===== src/rtl/ins_dispatcher.sv =====
// ins_dispatcher: in-order instruction dispatcher between the host instruction
// port and the load/calc/save engines. A one-entry head register feeds
// registered engine valids. A per-buffer scoreboard enforces the
// load -> calc -> save ordering on ping-pong buffers.
// Optional feature: define INS_DISPATCH_PERF_EN to add the stall_cycles and
// issue_count performance counters.
module ins_dispatcher #(
  parameter int NUM_BUF  = 2,
  parameter int BUF_W    = 1,
  parameter int LD_CNT_W = 4
) (
  input  logic                core_clk,
  input  logic                rst_n,
  input  logic                ins_valid,
  output logic                ins_ready,
  input  logic [63:0]         ins,
  output logic [55:0]         conf,
  output logic                conf_upd,
  output logic                ld_valid,
  input  logic                ld_ready,
  output logic                cl_valid,
  input  logic                cl_ready,
  output logic                sv_valid,
  input  logic                sv_ready,
  output logic [55:0]         eng_ins,
  output logic [BUF_W-1:0]    eng_buf,
  input  logic                ld_done,
  input  logic                cl_done,
  input  logic                sv_done,
  input  logic [BUF_W-1:0]    ld_done_buf,
  input  logic [BUF_W-1:0]    cl_done_buf,
  input  logic [BUF_W-1:0]    sv_done_buf,
  output logic                working,
  output logic                err_illegal
`ifdef INS_DISPATCH_PERF_EN
  ,
  output logic [31:0]         stall_cycles,
  output logic [31:0]         issue_count
`endif
);

  localparam logic [3:0]          OP_CONF = 4'd0;
  localparam logic [3:0]          OP_LOAD = 4'd1;
  localparam logic [3:0]          OP_CALC = 4'd2;
  localparam logic [3:0]          OP_SAVE = 4'd3;
  localparam logic [LD_CNT_W-1:0] CNT_ONE = LD_CNT_W'(1);

  logic                head_valid;
  logic [3:0]          head_op;
  logic [BUF_W-1:0]    head_buf;
  logic [55:0]         head_payload;

  logic [LD_CNT_W-1:0] ld_cnt [NUM_BUF];
  logic [NUM_BUF-1:0]  cl_busy;
  logic [NUM_BUF-1:0]  sv_busy;

  logic                any_ld_cnt;
  logic                all_idle;
  logic                buf_ld_zero;
  logic                buf_ld_full;
  logic                buf_busy;
  logic                any_valid;
  logic                hs_ld;
  logic                hs_cl;
  logic                hs_sv;
  logic                hs_any;
  logic                raise_ld;
  logic                raise_cl;
  logic                raise_sv;
  logic                raise_any;
  logic                conf_issue;
  logic                illegal_drop;
  logic                head_issue;
  logic                ins_accept;

  logic [NUM_BUF-1:0]  ld_inc;
  logic [NUM_BUF-1:0]  ld_dec;
  logic [NUM_BUF-1:0]  cl_set;
  logic [NUM_BUF-1:0]  cl_clr;
  logic [NUM_BUF-1:0]  sv_set;
  logic [NUM_BUF-1:0]  sv_clr;

  // Detect any buffer that still has loads in flight.
  always_comb begin
    any_ld_cnt = 1'b0;
    for (int b = 0; b < NUM_BUF; b++) begin
      if (ld_cnt[b] != '0) any_ld_cnt = 1'b1;
    end
  end

  assign all_idle    = !any_ld_cnt && (cl_busy == '0) && (sv_busy == '0);
  assign buf_ld_zero = (ld_cnt[head_buf] == '0);
  assign buf_ld_full = &ld_cnt[head_buf];
  assign buf_busy    = cl_busy[head_buf] | sv_busy[head_buf];

  assign any_valid = ld_valid | cl_valid | sv_valid;
  assign hs_ld     = ld_valid & ld_ready;
  assign hs_cl     = cl_valid & cl_ready;
  assign hs_sv     = sv_valid & sv_ready;
  assign hs_any    = hs_ld | hs_cl | hs_sv;

  // Decide what the head may do this cycle; engine ops only raise a valid
  // when no other valid is outstanding, which keeps strict program order.
  always_comb begin
    raise_ld     = 1'b0;
    raise_cl     = 1'b0;
    raise_sv     = 1'b0;
    conf_issue   = 1'b0;
    illegal_drop = 1'b0;
    if (head_valid && !any_valid) begin
      case (head_op)
        OP_CONF: conf_issue = all_idle;
        OP_LOAD: raise_ld   = !buf_busy && !buf_ld_full;
        OP_CALC: raise_cl   = buf_ld_zero && !buf_busy;
        OP_SAVE: raise_sv   = buf_ld_zero && !buf_busy;
        default: illegal_drop = 1'b1;
      endcase
    end
  end

  assign raise_any  = raise_ld | raise_cl | raise_sv;
  // An engine op leaves the head on its handshake; CONF and illegal ops in one cycle.
  assign head_issue = hs_any | conf_issue | illegal_drop;
  // Gated by rst_n so that every output reads 0 while reset is held.
  assign ins_ready  = rst_n & (!head_valid | head_issue);
  assign ins_accept = ins_valid & ins_ready;

  // Head register: load on acceptance, empty once the held instruction issues.
  always_ff @(posedge core_clk or negedge rst_n) begin
    if (!rst_n) begin
      head_valid   <= 1'b0;
      head_op      <= '0;
      head_buf     <= '0;
      head_payload <= '0;
    end else if (ins_accept) begin
      head_valid   <= 1'b1;
      head_op      <= ins[63:60];
      head_buf     <= ins[56 +: BUF_W];
      head_payload <= ins[55:0];
    end else if (head_issue) begin
      head_valid   <= 1'b0;
    end
  end

  // Registered engine valids: raised from the head, held until the handshake.
  always_ff @(posedge core_clk or negedge rst_n) begin
    if (!rst_n) begin
      ld_valid <= 1'b0;
      cl_valid <= 1'b0;
      sv_valid <= 1'b0;
      eng_ins  <= '0;
      eng_buf  <= '0;
    end else begin
      if (raise_ld) ld_valid <= 1'b1;
      else if (hs_ld) ld_valid <= 1'b0;
      if (raise_cl) cl_valid <= 1'b1;
      else if (hs_cl) cl_valid <= 1'b0;
      if (raise_sv) sv_valid <= 1'b1;
      else if (hs_sv) sv_valid <= 1'b0;
      if (raise_any) begin
        eng_ins <= head_payload;
        eng_buf <= head_buf;
      end
    end
  end

  // Per-buffer scoreboard events; completions on an idle buffer are ignored.
  always_comb begin
    ld_inc = '0;
    ld_dec = '0;
    cl_set = '0;
    cl_clr = '0;
    sv_set = '0;
    sv_clr = '0;
    for (int b = 0; b < NUM_BUF; b++) begin
      ld_inc[b] = hs_ld && (eng_buf == BUF_W'(b));
      ld_dec[b] = ld_done && (ld_done_buf == BUF_W'(b)) && (ld_cnt[b] != '0);
      cl_set[b] = hs_cl && (eng_buf == BUF_W'(b));
      cl_clr[b] = cl_done && (cl_done_buf == BUF_W'(b));
      sv_set[b] = hs_sv && (eng_buf == BUF_W'(b));
      sv_clr[b] = sv_done && (sv_done_buf == BUF_W'(b));
    end
  end

  // Scoreboard state: a same-cycle issue and done leave the counter unchanged,
  // and busy bits are cleared by done before being set by issue.
  always_ff @(posedge core_clk or negedge rst_n) begin
    if (!rst_n) begin
      for (int b = 0; b < NUM_BUF; b++) ld_cnt[b] <= '0;
      cl_busy <= '0;
      sv_busy <= '0;
    end else begin
      for (int b = 0; b < NUM_BUF; b++) begin
        if (ld_inc[b] && !ld_dec[b]) ld_cnt[b] <= ld_cnt[b] + CNT_ONE;
        else if (ld_dec[b] && !ld_inc[b]) ld_cnt[b] <= ld_cnt[b] - CNT_ONE;
      end
      cl_busy <= (cl_busy & ~cl_clr) | cl_set;
      sv_busy <= (sv_busy & ~sv_clr) | sv_set;
    end
  end

  // Layer configuration register with a one-cycle update pulse.
  always_ff @(posedge core_clk or negedge rst_n) begin
    if (!rst_n) begin
      conf     <= '0;
      conf_upd <= 1'b0;
    end else begin
      conf_upd <= conf_issue;
      if (conf_issue) conf <= head_payload;
    end
  end

  // Sticky flag for opcodes outside CONF/LOAD/CALC/SAVE.
  always_ff @(posedge core_clk or negedge rst_n) begin
    if (!rst_n) err_illegal <= 1'b0;
    else if (illegal_drop) err_illegal <= 1'b1;
  end

  assign working = head_valid | any_ld_cnt | (|cl_busy) | (|sv_busy);

`ifdef INS_DISPATCH_PERF_EN
  // Saturating counters of head stall cycles and issued instructions.
  always_ff @(posedge core_clk or negedge rst_n) begin
    if (!rst_n) begin
      stall_cycles <= '0;
      issue_count  <= '0;
    end else begin
      if (head_valid && !head_issue && !(&stall_cycles)) stall_cycles <= stall_cycles + 32'd1;
      if ((hs_any || conf_issue) && !(&issue_count)) issue_count <= issue_count + 32'd1;
    end
  end
`endif

endmodule

===== config.mk =====
export PLATFORM = sky130hd
export DESIGN_NAME = ins_dispatcher
export DESIGN_NICKNAME = d
export VERILOG_FILES = /design/src/rtl/ins_dispatcher.sv
export SDC_FILE = /design/constraint.sdc
export NUM_CORES = 1
export LEC_CHECK = 0
export BUFFER_PORTS_ARGS = -buffer_cell sky130_fd_sc_hd__buf_2
export CAP_MARGIN = 30
export CORE_MARGIN = 1
export CORE_UTILIZATION = 46
export CTS_BUF_LIST = sky130_fd_sc_hd__clkbuf_16
export CTS_CLUSTER_DIAMETER = 200
export DETAILED_ROUTE_END_ITERATION = 10
export PLACE_DENSITY_LB_ADDON = 0.15
export SLEW_MARGIN = 20
export SYNTH_ARGS = -nofsm -noshare
export SYNTH_HDL_FRONTEND = slang
export SYNTH_SLANG_ARGS = --single-unit

===== constraint.sdc =====
create_clock -name core_clk -period 2.8 [get_ports core_clk]
set_input_delay 0.56 -clock core_clk [delete_from_list [all_inputs] [get_ports core_clk]]
set_output_delay 0.56 -clock core_clk [all_outputs]
set_load 0.005 [all_outputs]

==> run summary, run 1 <==
run status: finished clean
dpl hpwl: 10900 um
cell taking the most area after synthesis: dfrtp_1
pwr dens: 1010 nW/um2
Layout Skew: 0.0119 ns
setup TNS: 0 ns
Hold Crit Class: in2async
Ant. Diodes: 0
fin worst setup slack: 0.122 ns
r2r worst-path depth: 11
initial antenna violation count: 0
final period utilization: 0.957
Max-cap violations: 0
Final Hold Fails: 0
drt first pass iters: 4
Root Driver: clkbuf_16
Final Critical Period: 2.68 ns
Primary FF master, synth: dfrtp_1
RSZ-0062 raised after global routing: no
WL final: 16100 um
most frequent cells in the layout: buf_2, dfrtp_1, mux2_2
Crit. path cell count: 5
Routed WL per cell: 17.7 um
clock sink count: 192
Worst Max-Slew Pin Slew: 0.755 ns
Finished Cell Area: 9620 um2
Ys Warns: 0
I/O Buffers: 192
Worst setup SP type: flop
FFs w/ async S/R, synth: 1.00
Synth top area share: 0.628
Clk Latency, worst-skew pair: 0.42 ns
leakage power: 4.92 nW
Non-Filler Instances: 907
Worst slew margin: 0.497
H-tree levels: 4
Max rail drop VDD: 0.000586 V
mapped cell area: 7650 um2
GP Congestion: 0.775
Starting Density: 0.476
TritonCTS clock tree: built
Synth Register Bits: 192
critical path data arrival time: 2.12 ns
Cell Chain, Critical Path: or4b_4 > nor2_1 > nand4bb_1 > o21a_1 > buf_2
worst endpoint required time: 2.24 ns
GRT Overall Usage: 0.194
pre-CTS WS: 0.259 ns
final setup fails: 0
Mapped Cells: 475
Crit Path Max Fanout: 7
Ports: 196
placed insts: 874
Placed Area: 8930 um2
share of cells above drive strength 1: 0.612
Die Ht: 131 um
vias in the first global route: 4717
die area: 17100 um2
Mapped Nets: 559
Num CTS Buffers: 17
Buf/Inv on CP: 1
Final Max Tran Viols: 0
cell family with most CP delay: simple AND/OR/NAND/NOR gates
register area share after synthesis: 0.628
core area: 16100 um2
syn avg cell area: 16.1 um2
CP max stage delay: 0.64 ns
dominant cells by area after synthesis: dfrtp_1, mux2_2, mux2_4, ha_1, xnor2_1
via/cell ratio: 5.04
distinct cell type count after synthesis: 37
classification of the worst setup path: reg2out
chip width: 131 um
Final #Nets: 762
Site Rows: 46
first-pass GRT wire length: 25000 um
Area Growth Syn to Fin: 25.8%
most common cell after layout, fill and taps aside: buf_2
ANT nets after route: 0
clk buf depth: 2
number of flops mapped to enable cells by yosys: 0
DRC: 0
Worst setup EP type: output pin
Fmax: 0.373 GHz
via count: 4567
largest net degree at the start of global routing: 140
DRT iter0 DRCs: 178
GR Overflow Total: 0
Clock Pin Slew Worst Setup and Hold Paths: 0.07 ns
CP max stage cell: or4b_4
state kept, by name, summed over array words and instances, names as in the netlist:
| signal | flops |
|---|---|
| head_payload | 56 |
| head_valid | 1 |
| conf | 56 |
| cl_busy | 2 |
| sv_valid | 1 |
| ld_cnt | 8 |
| eng_ins | 56 |
| sv_busy | 2 |
| head_op | 4 |
| eng_buf | 1 |
| conf_upd | 1 |
| cl_valid | 1 |
| err_illegal | 1 |
| ld_valid | 1 |
| head_buf | 1 |
cell families (layout without fill, tap and decap cells):
group | Yosys count | in the layout | synth area share
buf+inv | 29 | 245 | 0.0227
simple gates | 40 | 40 | 0.0314
fa+ha+maj | 8 | 8 | 0.0151
xor+xnor | 8 | 8 | 0.00916
compound gates | 20 | 20 | 0.0167
mux | 178 | 178 | 0.277
flops | 192 | 192 | 0.628
path summary, 6_finish.rpt:
path	start	endpoint	slack (ns)
setup / recovery	ld_valid$_DFFE_PN0P_	ins_ready	0.12
hold / removal	rst_n	head_payload[54]$_DFFE_PN0P_	0.29
setup reg to reg	ld_cnt[4]$_DFFE_PN0P_	ld_cnt[7]$_DFFE_PN0P_	0.30
hold reg to reg	cl_busy[1]$_DFF_PN0_	cl_busy[1]$_DFF_PN0_	0.50
max in group asynchronous	rst_n	conf[19]$_DFFE_PN0P_	1.93
min in group core_clk	ins[18]	head_payload[18]$_DFFE_PN0P_	0.36
through the flow:
stage	hold WS [ns]	utilization	power, W
5_1_grt	0.347	0.599	0.0102
3_3_place_gp	0.476	0.556	0.00685
3_5_place_dp	0.486	0.556	0.00704
6_report	0.292	0.599	0.00967
2_1_floorplan	0.264	-	0.00599
4_1_cts	0.350	0.598	0.00977
layout make-up:
type / instances / area [um2]
Fill cell: 1280 / 6440
Timing Repair Buffer: 205 / 1140
Inverter: 8 / 30.0
Multi-Input combinational cell: 254 / 2720
Tap cell: 216 / 270
Clock inverter: 15 / 230
Clock buffer: 17 / 425
Sequential cell: 192 / 4810
synthesized netlist by cell type (2+ instances only):
cell type,number
nand2_1,12
buf_4,6
inv_1,8
nor3_1,2
ha_1,6
mux2_2,146
a21oi_1,3
dfrtp_1,192
nor2_1,9
mux2_4,30
nor4_1,3
a21o_1,3
buf_6,4
xor2_1,2
xnor2_1,6
buf_2,10
a32o_1,2
mux2i_1,2
nand4_1,3
fa_1,2
o21ai_0,8
timing repair:
action                                  CTS  global route
endpoints found under the setup margin    1             2
hold buffers                              0             0
gates cloned                              0             0
gates resized for setup                   2             4
pin swaps                                 1             1
buffers inserted                          1             0
where the power goes:
group	internal, W	leakage [nW]	switching (W)
Sequential	0.00376	2.43	0.000707
Combinational	0.00157	2.17	0.000967
Clock	0.00160	0.319	0.00107
Total	0.00693	4.92	0.00275
routing by layer:
metal / up-vias / GRT usage / part of all wire
li1: 2087 / - / -
met1: 2346 / 0.239 / 0.42
met2: 123 / 0.323 / 0.51
met3: 11 / 0.0651 / 0.062
met4: 0 / 0.0588 / 0.010
met5: - / 0 / 0
Power figures use the tool's default switching activity.
==> run 2, diff against run 1 <==
CORE_ASPECT_RATIO = 0.75   (was not set)
clock period = 2.7 ns   (was 2.8 ns; I/O delays follow)
==> run 2 against run 1 <==
  * Flip-flop and latch count did not move
  * Routed wire length decreased by 2.4%
  * Final cell count down 0.55%
  * Worst setup slack got worse by 0.046 ns
  * Sequential share of layout area rose by 0.41 points
  * Critical path depth unchanged
  * Via count down 0.57%
  * Critical path type unchanged
  * Largest power group unchanged
==> run summary, run 2 (synthesis gave the netlist of run 1 again) <==
Fmax: 0.381 GHz
WL final: 15700 um (-2.4%)
CP max stage cell: or4b_1
Buf/Inv on CP: 2 (+1)
Max-cap violations: 0 (unchanged)
CP max stage delay: 0.60 ns (-0.04 ns)
cell family with most CP delay: simple AND/OR/NAND/NOR gates
Worst slew margin: 0.488 (-0.00935)
HP Start: cl_ready
TritonCTS clock tree: built
via count: 4541 (-0.57%)
H-tree levels: 4 (unchanged)
r2r startpoint: ld_cnt[4]$_DFFE_PN0P_
via/cell ratio: 5.03 (about the same)
initial antenna violation count: 2 (+2)
Site Rows: 40 (-13%)
power consumption: 0.00975 W (+0.81%)
Root Driver: clkbuf_16
Max rail drop VDD: 0.000426 V (-27%)
first-pass GRT wire length: 25200 um (+1.1%)
Final Hold Fails: 0 (unchanged)
Cell Chain, Critical Path: or4b_1 > buf_4 > nor3_4 > o21a_1 > buf_2
Worst setup SP type: flop
DRC: 0 (unchanged)
Final Critical Period: 2.62 ns
leakage power: 4.89 nW (-0.58%)
final setup fails: 0 (unchanged)
Hold Crit Class: in2reg
Worst setup EP type: output pin
largest registers: conf x56, eng_ins x56, head_payload x56
setup TNS: 0 ns (unchanged)
Starting Density: 0.474 (-0.00170)
die area: 17100 um2 (about the same)
Final #Nets: 763 (+0.13%)
dpl hpwl: 10700 um (-1.6%)
Die Ht: 114 um (-13%)
clk buf depth: 2 (unchanged)
RSZ-0062 raised after global routing: no
pwr dens: 1020 nW/um2 (+1.7%)
Ant. Diodes: 0 (unchanged)
register area: 4810 um2 (about the same)
chip width: 151 um (+15%)
GR Overflow Total: 0 (unchanged)
vias in the first global route: 4739 (+0.47%)
Clk Latency, worst-skew pair: 0.42 ns (about the same)
run status: finished clean
largest net degree at the start of global routing: 123 (-12%)
fillers: 1297 (+1.3%)
Worst Max-Slew Pin Slew: 0.769 ns (+0.0140 ns)
Ports: 196 (unchanged)
I/O Buffers: 192 (unchanged)
Clock Pin Slew Worst Setup and Hold Paths: 0.07 ns (about the same)
Area Growth Syn to Fin: 24.8%
ANT nets after route: 0 (unchanged)
clock sink count: 192 (unchanged)
worst endpoint required time: 2.16 ns (-0.08 ns)
critical path data arrival time: 2.08 ns (-0.04 ns)
Num CTS Buffers: 17 (unchanged)
Final Max Tran Viols: 0 (unchanged)
final period utilization: 0.972
Crit Path Max Fanout: 5 (-2)
Layout Skew: 0.00984 ns (-0.00204 ns)
GP Congestion: 0.815 (+5.2%)
Routed WL per cell: 17.4 um (-1.9%)
DRT iter0 DRCs: 160 (-10%)
Multi-input gate area: 2710 um2 (-0.14%)
crit path from: ld_valid$_DFFE_PN0P_
drt first pass iters: 4 (unchanged)
classification of the worst setup path: reg2out
share of cells above drive strength 1: 0.605 (-0.00666)
most frequent cells in the layout: dfrtp_1, buf_2, mux2_2
core area: 16100 um2 (+0.36%)
GRT Overall Usage: 0.194 (-0.000294)
## run 2: cell types whose count changed in the layout (fill, tap and decap cells not counted), sizes merged
cell	before	now
clkinvlp	1	2
clkinv	4	6
dlygate4sd3	0	1
inv	13	12
bufinv	5	3
## run 2: repair_timing
| action | 4_1_cts | 5_1_grt |
|---|---|---|
| pin swaps | 1 | 1 |
| hold endpoints to repair | 8 | 0 |
| gates resized for setup | 1 | 3 |
| buffers inserted | 1 | 0 |
| hold buffers | 1 | 0 |
| endpoints found under the setup margin | 1 | 2 |
## run 2: area by class of cell
| cell class | count | share of cell area |
|---|---|---|
| inverters | 8 | 0.00315 |
| clock buffers | 17 | 0.0446 |
| repair buffers | 206 | 0.119 |
| flip-flops and latches | 192 | 0.504 |
| well taps | 210 | 0.0275 |
| clock inverters | 15 | 0.0173 |
| multi-input cells | 254 | 0.284 |
## run 2: routing by layer
metal  global-route usage  share of wire  up-vias
met5                    0         0.0020        -
met4               0.0680          0.011        4
met3               0.0652          0.075       18
met1                0.262           0.47     2300
li1                     -              -     2086
met2                0.291           0.45      133
## run 2: path summary, 6_finish.rpt
path                                           end  slack (ns)  cells past startpoint
min reg2reg                err_illegal$_DFFE_PN0P_        0.47                      1
max                                      ins_ready        0.08                      5
max in group asynchronous    ld_cnt[4]$_DFFE_PN0P_        1.14                      3
min in group asynchronous    ld_cnt[3]$_DFFE_PN0P_        0.56                      2
min                           cl_valid$_DFFE_PN0P_        0.34                      2
max reg2reg                  ld_cnt[7]$_DFFE_PN0P_        0.23                     11
## run 2: stage by stage
step	utilization	cells	setup slack, ns	hold slack (ns)	instance area, um2
2_1_floorplan	-	475	0.298	0.244	7650
3_3_place_gp	0.553	868	0.155	0.384	8910
3_5_place_dp	0.553	868	0.140	0.388	8910
4_1_cts	0.591	902	0.0791	0.324	9520
5_1_grt	0.592	902	0.00484	0.325	9540
6_report	0.592	902	0.0758	0.344	9540
## run 2: power by group
part | switching [W] | internal (W) | leakage, nW
Combinational | 0.000991 | 0.00162 | 2.17
Clock | 0.00106 | 0.00145 | 0.288
Sequential | 0.000731 | 0.00390 | 2.43
